$ cat config.mk
export PLATFORM = sky130hd
export DESIGN_NAME = enc_word_packer
export DESIGN_NICKNAME = d
export VERILOG_FILES = /design/src/rtl/enc_pack_pkg.sv /design/src/rtl/enc_pack_fifo.sv /design/src/rtl/enc_word_packer.sv
export SDC_FILE = /design/constraint.sdc
export NUM_CORES = 1
export LEC_CHECK = 0
export BUFFER_PORTS_ARGS = -buffer_cell sky130_fd_sc_hd__buf_2
export CAP_MARGIN = 20
export CORE_MARGIN = 1.5
export CORE_UTILIZATION = 40
export DETAILED_ROUTE_END_ITERATION = 10
export PLACE_DENSITY = 0.58
export SETUP_SLACK_MARGIN = 0.15
export SYNTH_ARGS = -nofsm -noshare
export SYNTH_HDL_FRONTEND = slang
export SYNTH_SLANG_ARGS = --single-unit
$ cat constraint.sdc
create_clock -name clock -period 3.1 [get_ports clock]
set_clock_uncertainty 0.2 [all_clocks]
set_input_delay 0.31 -clock clock [delete_from_list [all_inputs] [get_ports clock]]
set_output_delay 0.31 -clock clock [all_outputs]
set_load 0.02 [all_outputs]
$ cat src/rtl/enc_pack_pkg.sv
// Shared constants and entry layout for the encrypted-byte word packer.
package enc_pack_pkg;

  localparam int BYTE_W             = 8;
  localparam int COUNT_W            = 4;
  localparam int DEF_BYTES_PER_WORD = 4;
  localparam int DEF_FIFO_DEPTH     = 4;
  localparam int DEF_WORD_W         = BYTE_W * DEF_BYTES_PER_WORD;

  // Entry layout at the default geometry; the packer stores the same field order at any width.
  typedef struct packed {
    logic [DEF_WORD_W-1:0] word;
    logic [COUNT_W-1:0]    count;
    logic [BYTE_W-1:0]     chk;
  } entry_t;

endpackage

$ cat src/rtl/enc_pack_fifo.sv
// Show-ahead FIFO with registered full/empty flags; push and pop may coincide when not full.
module enc_pack_fifo
  import enc_pack_pkg::*;
#(
  parameter int WIDTH = DEF_WORD_W + COUNT_W + BYTE_W,
  parameter int DEPTH = DEF_FIFO_DEPTH
) (
  input  logic             clock,
  input  logic             reset,
  input  logic             push,
  input  logic [WIDTH-1:0] push_data,
  input  logic             pop,
  output logic [WIDTH-1:0] head_data,
  output logic             full,
  output logic             empty
);

  localparam int AW = (DEPTH > 1) ? $clog2(DEPTH) : 1;

  logic [WIDTH-1:0] mem_q [DEPTH];
  logic [AW-1:0]    wr_ptr_q, wr_ptr_d;
  logic [AW-1:0]    rd_ptr_q, rd_ptr_d;
  logic [AW:0]      cnt_q, cnt_d;
  logic             full_q, full_d;
  logic             empty_q, empty_d;
  logic             do_push, do_pop;

  always_comb begin
    do_push  = push && !full_q;
    do_pop   = pop && !empty_q;
    wr_ptr_d = wr_ptr_q;
    rd_ptr_d = rd_ptr_q;
    cnt_d    = cnt_q;
    if (do_push) wr_ptr_d = wr_ptr_q + AW'(1);
    if (do_pop)  rd_ptr_d = rd_ptr_q + AW'(1);
    if (do_push && !do_pop)      cnt_d = cnt_q + (AW+1)'(1);
    else if (!do_push && do_pop) cnt_d = cnt_q - (AW+1)'(1);
    full_d  = (cnt_d == (AW+1)'(DEPTH));
    empty_d = (cnt_d == '0);
  end

  always_ff @(posedge clock) begin
    if (reset) begin
      wr_ptr_q <= '0;
      rd_ptr_q <= '0;
      cnt_q    <= '0;
      full_q   <= 1'b0;
      empty_q  <= 1'b1;
    end else begin
      wr_ptr_q <= wr_ptr_d;
      rd_ptr_q <= rd_ptr_d;
      cnt_q    <= cnt_d;
      full_q   <= full_d;
      empty_q  <= empty_d;
    end
  end

  // Storage carries data only; validity is tracked entirely by the pointers and count.
  always_ff @(posedge clock) begin
    if (do_push) mem_q[wr_ptr_q] <= push_data;
  end

  assign head_data = mem_q[rd_ptr_q];
  assign full      = full_q;
  assign empty     = empty_q;

endmodule

$ cat src/rtl/enc_word_packer.sv
// Packs encrypted bytes MSB-lane-first into words queued in a show-ahead FIFO.
// Optional per-word XOR checksum enabled by defining ENC_PACK_CHKSUM_EN.
module enc_word_packer
  import enc_pack_pkg::*;
#(
  parameter int BYTES_PER_WORD = DEF_BYTES_PER_WORD,
  parameter int FIFO_DEPTH     = DEF_FIFO_DEPTH
) (
  input  logic                               clock,
  input  logic                               reset,
  input  logic                               in_valid,
  output logic                               in_ready,
  input  logic [7:0]                         in_byte,
  input  logic                               in_flush,
  output logic                               out_valid,
  input  logic                               out_ready,
  output logic [8*BYTES_PER_WORD-1:0]        out_word,
  output logic [3:0]                         out_count,
  output logic [7:0]                         out_chk
);

  localparam int WORD_W   = BYTE_W * BYTES_PER_WORD;
  localparam int IDX_W    = $clog2(BYTES_PER_WORD);
`ifdef ENC_PACK_CHKSUM_EN
  localparam int ENTRY_W  = WORD_W + COUNT_W + BYTE_W;
`else
  localparam int ENTRY_W  = WORD_W + COUNT_W;
`endif

  // Lane 0 is most significant; writing lane 0 starts a fresh word so stale lanes read as zero.
  function automatic logic [WORD_W-1:0] insert_byte(input logic [WORD_W-1:0] acc,
                                                    input logic [IDX_W-1:0]  idx,
                                                    input logic [BYTE_W-1:0] b);
    logic [WORD_W-1:0] w;
    w = (idx == '0) ? '0 : acc;
    for (int l = 0; l < BYTES_PER_WORD; l++) begin
      if (idx == IDX_W'(l)) w[WORD_W-1-BYTE_W*l -: BYTE_W] = b;
    end
    return w;
  endfunction

  logic [IDX_W-1:0]   idx_q, idx_d;
  logic [WORD_W-1:0]  acc_q, acc_d;
  logic               accept;
  logic               push;
  logic [WORD_W-1:0]  push_word;
  logic [COUNT_W-1:0] push_count;
  logic [ENTRY_W-1:0] push_data;
  logic [ENTRY_W-1:0] head_data;
  logic               fifo_full, fifo_empty;
  logic               pop;
`ifdef ENC_PACK_CHKSUM_EN
  logic [BYTE_W-1:0]  chk_q, chk_d;
  logic [BYTE_W-1:0]  push_chk;
`endif

  assign in_ready = !fifo_full && !reset;
  assign accept   = in_valid && in_ready;

  always_comb begin
    idx_d      = idx_q;
    acc_d      = acc_q;
    push       = 1'b0;
    push_word  = acc_q;
    push_count = COUNT_W'(idx_q);
`ifdef ENC_PACK_CHKSUM_EN
    chk_d      = chk_q;
    push_chk   = chk_q;
`endif
    if (accept) begin
      if (in_flush) begin
        // Flush beats carry no byte; an empty accumulator has nothing to close.
        if (idx_q != '0) begin
          push  = 1'b1;
          idx_d = '0;
        end
      end else begin
        acc_d      = insert_byte(acc_q, idx_q, in_byte);
        push_word  = acc_d;
        push_count = COUNT_W'(idx_q) + COUNT_W'(1);
`ifdef ENC_PACK_CHKSUM_EN
        chk_d      = (idx_q == '0) ? in_byte : (chk_q ^ in_byte);
        push_chk   = chk_d;
`endif
        if (idx_q == IDX_W'(BYTES_PER_WORD - 1)) begin
          push  = 1'b1;
          idx_d = '0;
        end else begin
          idx_d = idx_q + IDX_W'(1);
        end
      end
    end
  end

  always_ff @(posedge clock) begin
    if (reset) idx_q <= '0;
    else       idx_q <= idx_d;
  end

  always_ff @(posedge clock) begin
    acc_q <= acc_d;
`ifdef ENC_PACK_CHKSUM_EN
    chk_q <= chk_d;
`endif
  end

`ifdef ENC_PACK_CHKSUM_EN
  assign push_data = {push_word, push_count, push_chk};
`else
  assign push_data = {push_word, push_count};
`endif

  enc_pack_fifo #(
    .WIDTH (ENTRY_W),
    .DEPTH (FIFO_DEPTH)
  ) u_fifo (
    .clock     (clock),
    .reset     (reset),
    .push      (push),
    .push_data (push_data),
    .pop       (pop),
    .head_data (head_data),
    .full      (fifo_full),
    .empty     (fifo_empty)
  );

  // Outputs are forced to zero whenever no valid head is presented, including during reset.
  assign out_valid = !fifo_empty && !reset;
  assign pop       = out_valid && out_ready;
  assign out_word  = out_valid ? head_data[ENTRY_W-1 -: WORD_W] : '0;
  assign out_count = out_valid ? head_data[ENTRY_W-WORD_W-1 -: COUNT_W] : '0;
`ifdef ENC_PACK_CHKSUM_EN
  assign out_chk   = out_valid ? head_data[BYTE_W-1:0] : '0;
`else
  assign out_chk   = 8'h00;
`endif

endmodule

* After elaboration in Yosys (flattened, before gate mapping)
Memory sizes are Yosys's and may differ from the RTL's. A register that Yosys moved wholly into a read port is not among the register bits. Cells that the tools add are included.
Word-level totals: memory bits (writable) 140, memories 1, word-level logic and storage cells 60, register bits 43, output and inout bits 46, input bits 13
Memory list:
- u_fifo.mem_q | depth 4, bits a word 35, rd ports 1, clocked after memory_dff 1, write ports 1, RTL line enc_pack_fifo.sv:20 | logic [WIDTH-1:0] mem_q [DEPTH];
Operators by class: equality and inequality tests 5, muxes and demuxes 24, add/subtract/negate cells 6, reduce and logical (&&, ||, !) cells 17
Operators with widths (count):
- $mux 32 | 4
- $mux 8 | 4
- $mux 3 | 4
- $mux 2 | 5
- $logic_and 1x1->1 | 8
- $add 2x1->2 const B | 3
- $mux 1 | 6
- $logic_not 1->1 | 5
- $eq 2x2->1 const B | 2
- $mux 4 | 1
- $add 2x1->3 const B | 1
- $add 3x1->3 const B | 1
- $eq 3x3->1 const B | 1
- $logic_not 3->1 | 1
- $sub 3x1->3 const B | 1
- $eq 2x1->1 const B | 1
- $logic_not 2->1 | 1
- $ne 2x1->1 const B | 1
- $reduce_and 2->1 | 1
- $reduce_bool 2->1 | 1

* Depth between registers and ports, before layout
word-level depth 10, mapped depth 8, depth with buffers taken out 8

* Modules after synthesis
A second synthesis with hierarchy kept.
Unflattened totals: cell total of the unflattened synthesis 405, area, all modules 7477.2 µm²
Modules (own cells, without submodules):
- enc_pack_fifo | area each 5957.0 µm², instances 1, sequential area each 4544.4 µm², cells each 260
- enc_word_packer | area each 1520.2 µm², instances 1, sequential area each 680.7 µm², cells each 145

* Worst setup path after synthesis
OpenSTA, ideal clock, no wires.
kind register to register, start point register idx_q[0], end point memory u_fifo.mem_q[1][0] in the netlist's numbering (enable), setup time 0.395 ns, period minus slack after synthesis 2.739 ns, cell stages (with the launch flop) 7, path buffers 1, required time 2.505 ns, data arrival time 2.144 ns, setup slack 0.361 ns, cell sequence dfxtp_1 inv_1 ha_1 nand2b_1 a21oi_4 buf_4 and2_1
Between the ends: word-level cells in the longest chain between the ends 7, elaborated cells between the ends (all ways) 9, classes of those cells 1 x eq/ne; 6 x mux; 2 x reduce/logical
Ends and longest elaborated chain:
- start: declaration | RTL line enc_word_packer.sv:42 | logic [IDX_W-1:0] idx_q, idx_d;
- start signal: assignment | RTL line enc_word_packer.sv:97 | else idx_q <= idx_d;
- $eq 2x2->1 or $reduce_bool 2->1 (tied branches) | RTL line enc_word_packer.sv:85, enc_word_packer.sv:73
- $mux 1 (on tied branches) | RTL line enc_word_packer.sv:85, enc_word_packer.sv:73
- $mux 1 (*) | RTL line enc_word_packer.sv:71 | if (in_flush) begin
- $mux 1 (*) | RTL line enc_word_packer.sv:70 | if (accept) begin
- $logic_and 1x1->1 (*) | RTL line enc_pack_fifo.sv:29 | do_push = push && !full_q;
- $mux 1 (*) | RTL line enc_pack_fifo.sv:60 | if (do_push) mem_q[wr_ptr_q] <= push_data;
- $mux 1 (implied by the code) (*) | RTL line enc_pack_fifo.sv:60
- end: declaration | RTL line enc_pack_fifo.sv:20
Every way passes the cells marked *; elsewhere a longest branch is shown, timed or not.

==> out/metrics.cfg <==
[place]
hpwl_mm = 8.30
io_buffers = 49
dpl_cell_area_sq_mm = 0.00761
place_congestion = 0.713

[cells_and_area]
layout_commonest_cell = edfxtp_1
fill_cells = 1479
final_area_sq_mm = 0.00821
layout_common_cells = edfxtp_1 (140), buf_2 (49), dfxtp_1 (44), and2_1 (42), mux4_2 (35)
drive_gt1_share_pct = 30.3
final_nets = 476
diodes = 0
syn_to_final_growth_pct = 15.9
final_util_pct = 47.5

[setup_path]
critPathCaptureType = output port
cp.arrival_ns = 2.01
worstPathRequired_ns = 2.59
critical_path_class = register to output port
critPathMaxFanout = 35
start_kind = register

[cts]
post_cts_buffers = 0
htreeDepth = 4
cts-buffers-inserted = 17
cts.clk_slew.worst_paths_ns = 0.06
cts_root_buf = clkbuf_16
cts_resized = 0
cts_tree = yes
clk_path_buf_depth = 2
clock_latency_ns = 0.42
cts.sinks = 185
ctsHoldBuffers = 0

[die]
num_rows = 48
die_height_um = 136
initial_core_util_pct = 41.0
die_area_sq_mm = 0.0185
die_w_um = 136
io_pins = 59
coreArea_sq_mm = 0.0173

[drt]
drc = 0
dr.pass1.iters = 4
drt-total-wl_mm = 13.5
drtAntennaViolNets = 0
via_count = 3505
detail_route.iter0.violations = 210
wire_per_inst_um = 19.5
via_per_inst = 5.07

[timing]
finalMaxSlewViolations = 0
timing.fmax_ghz = 0.397
final.period_utilization_pct = 81.2
finalHoldViolCount = 0
rsz0062_at_grt = false
maxSlewHeadroom_pct = 40.1
post-route-min-period_ns = 2.52
tightestPinTransition_ns = 0.892
setup_viol_count_final = 0
finalSetupTns_ns = 0

[outcome]
status = complete, no violations

[worst_hold_path]
hold_path_class = input pin to register

[synth]
synth_warnings = 0
ys_seq_elements = 185
ys_types = 36
syn_avg_cell_area_sq_um = 18.1
ys_seq_area_share_pct = 72.0
netlist_area_sq_mm = 0.00709
syn_inst = 392

[power]
power_density_mw_per_mm2 = 673
ir_worst_vdd_mv = 0.445
cellLeakagePower_uw = 0.00300
totalPowerFinal_uw = 5530

[global_routing]
grt_pass1_vias = 3552
overflow = 0
track_usage_pct = 15.6
grt_start_max_net_pins = 36
antenna_found_initial = 0
grt_pass1_wl_mm = 20.5

[run]
cap_violations = 0

state kept, by name, indices dropped and copies added, names as in the netlist, named ones only:
register / count
idx_q: 2
u_fifo.rd_ptr_q: 2
u_fifo.cnt_q: 3
u_fifo.empty: 1
u_fifo.full: 1
u_fifo.wr_ptr_q: 2
u_fifo.mem_q: 140
acc_q: 32
per-layer routing:
metal	GRT usage, %	share of wire, %	up-vias
met4	5.14	1.2	0
met2	25.6	49	93
met1	20.8	45	1780
met3	3.36	4.4	11
met5	0	0	-
li1	-	-	1621
final timing paths:
path	cells after the start	end	slack, ns	startpoint
max	4	out_word[15]	0.58	register
min reg2reg	2	idx_q[1]	0.30	idx_q[1]
max reg2reg	6	u_fifo.mem_q[2][12]	0.67	idx_q[0]
min	2	u_fifo.wr_ptr_q[0]	0.03	reset
logic make-up after synthesis:
group | count (synthesis) | synth area share, %
simple gates | 71 | 5.68
xor+xnor | 6 | 0.742
buf+inv | 35 | 2.54
mux | 45 | 12.7
fa+ha+maj | 10 | 1.77
flops | 185 | 72.0
other cells | 1 | 0.0529
compound gates | 39 | 4.43
synthesized netlist by cell type, drive strengths merged:
| master | number | share of area (%) |
|---|---|---|
| buf | 17 | 1.6 |
| a21oi | 3 | 0.37 |
| a21o | 1 | 0.11 |
| nand3 | 1 | 0.071 |
| xnor2 | 5 | 0.62 |
| ha | 10 | 1.8 |
| conb | 1 | 0.053 |
| nand2 | 7 | 0.41 |
| mux2i | 1 | 0.14 |
| nand4b | 1 | 0.12 |
| a22o | 24 | 3.0 |
| mux2 | 9 | 1.5 |
| and2 | 42 | 3.7 |
| dfxtp | 45 | 13 |
| nor3 | 1 | 0.071 |
| nor3b | 1 | 0.11 |
| a22oi | 1 | 0.11 |
| a211oi | 1 | 0.11 |
| o21ai | 6 | 0.42 |
| inv | 8 | 0.42 |
| mux4 | 35 | 11 |
| nor2 | 14 | 0.74 |
| edfxtp | 140 | 59 |
| xor2 | 1 | 0.12 |
| o21a | 1 | 0.11 |
| or3b | 2 | 0.28 |
| o31a | 1 | 0.12 |
| a311oi | 1 | 0.12 |
| clkbuf | 10 | 0.53 |
| nand2b | 2 | 0.18 |
report_power, final:
group / switching [uW] / internal (uW)
clock network: 907 / 1280
logic: 328 / 225
registers: 30.2 / 2760
total: 1270 / 4260
through the flow:
step / hold WS [ns] / std cells / setup slack, ns
2_1_floorplan: 0.246 / 400 / 0.361
4_1_cts: 0.0180 / 691 / 0.538
3_3_place_gp: 0.299 / 659 / 0.716
6_report: 0.0286 / 691 / 0.583
5_1_grt: 0.0451 / 691 / 0.493
3_5_place_dp: 0.296 / 659 / 0.628
critical path, stage by stage, from the launching register on:
cell and delay, ns:
dfxtp_1 0.31, buf_4 0.48, mux4_2 0.45, and2_1 0.18, buf_2 0.15
cell type report:
cell class	count	area, sq um	area share [%]
tap	225	282	3.43
clock inverter	14	173	2.10
inverter	8	30.0	0.366
sequential	185	5110	62.2
clock buffer	18	429	5.22
timing repair buffer	61	360	4.39
multi-input combinational	180	1830	22.3
Note: power is estimated with default switching activity, not from simulation.
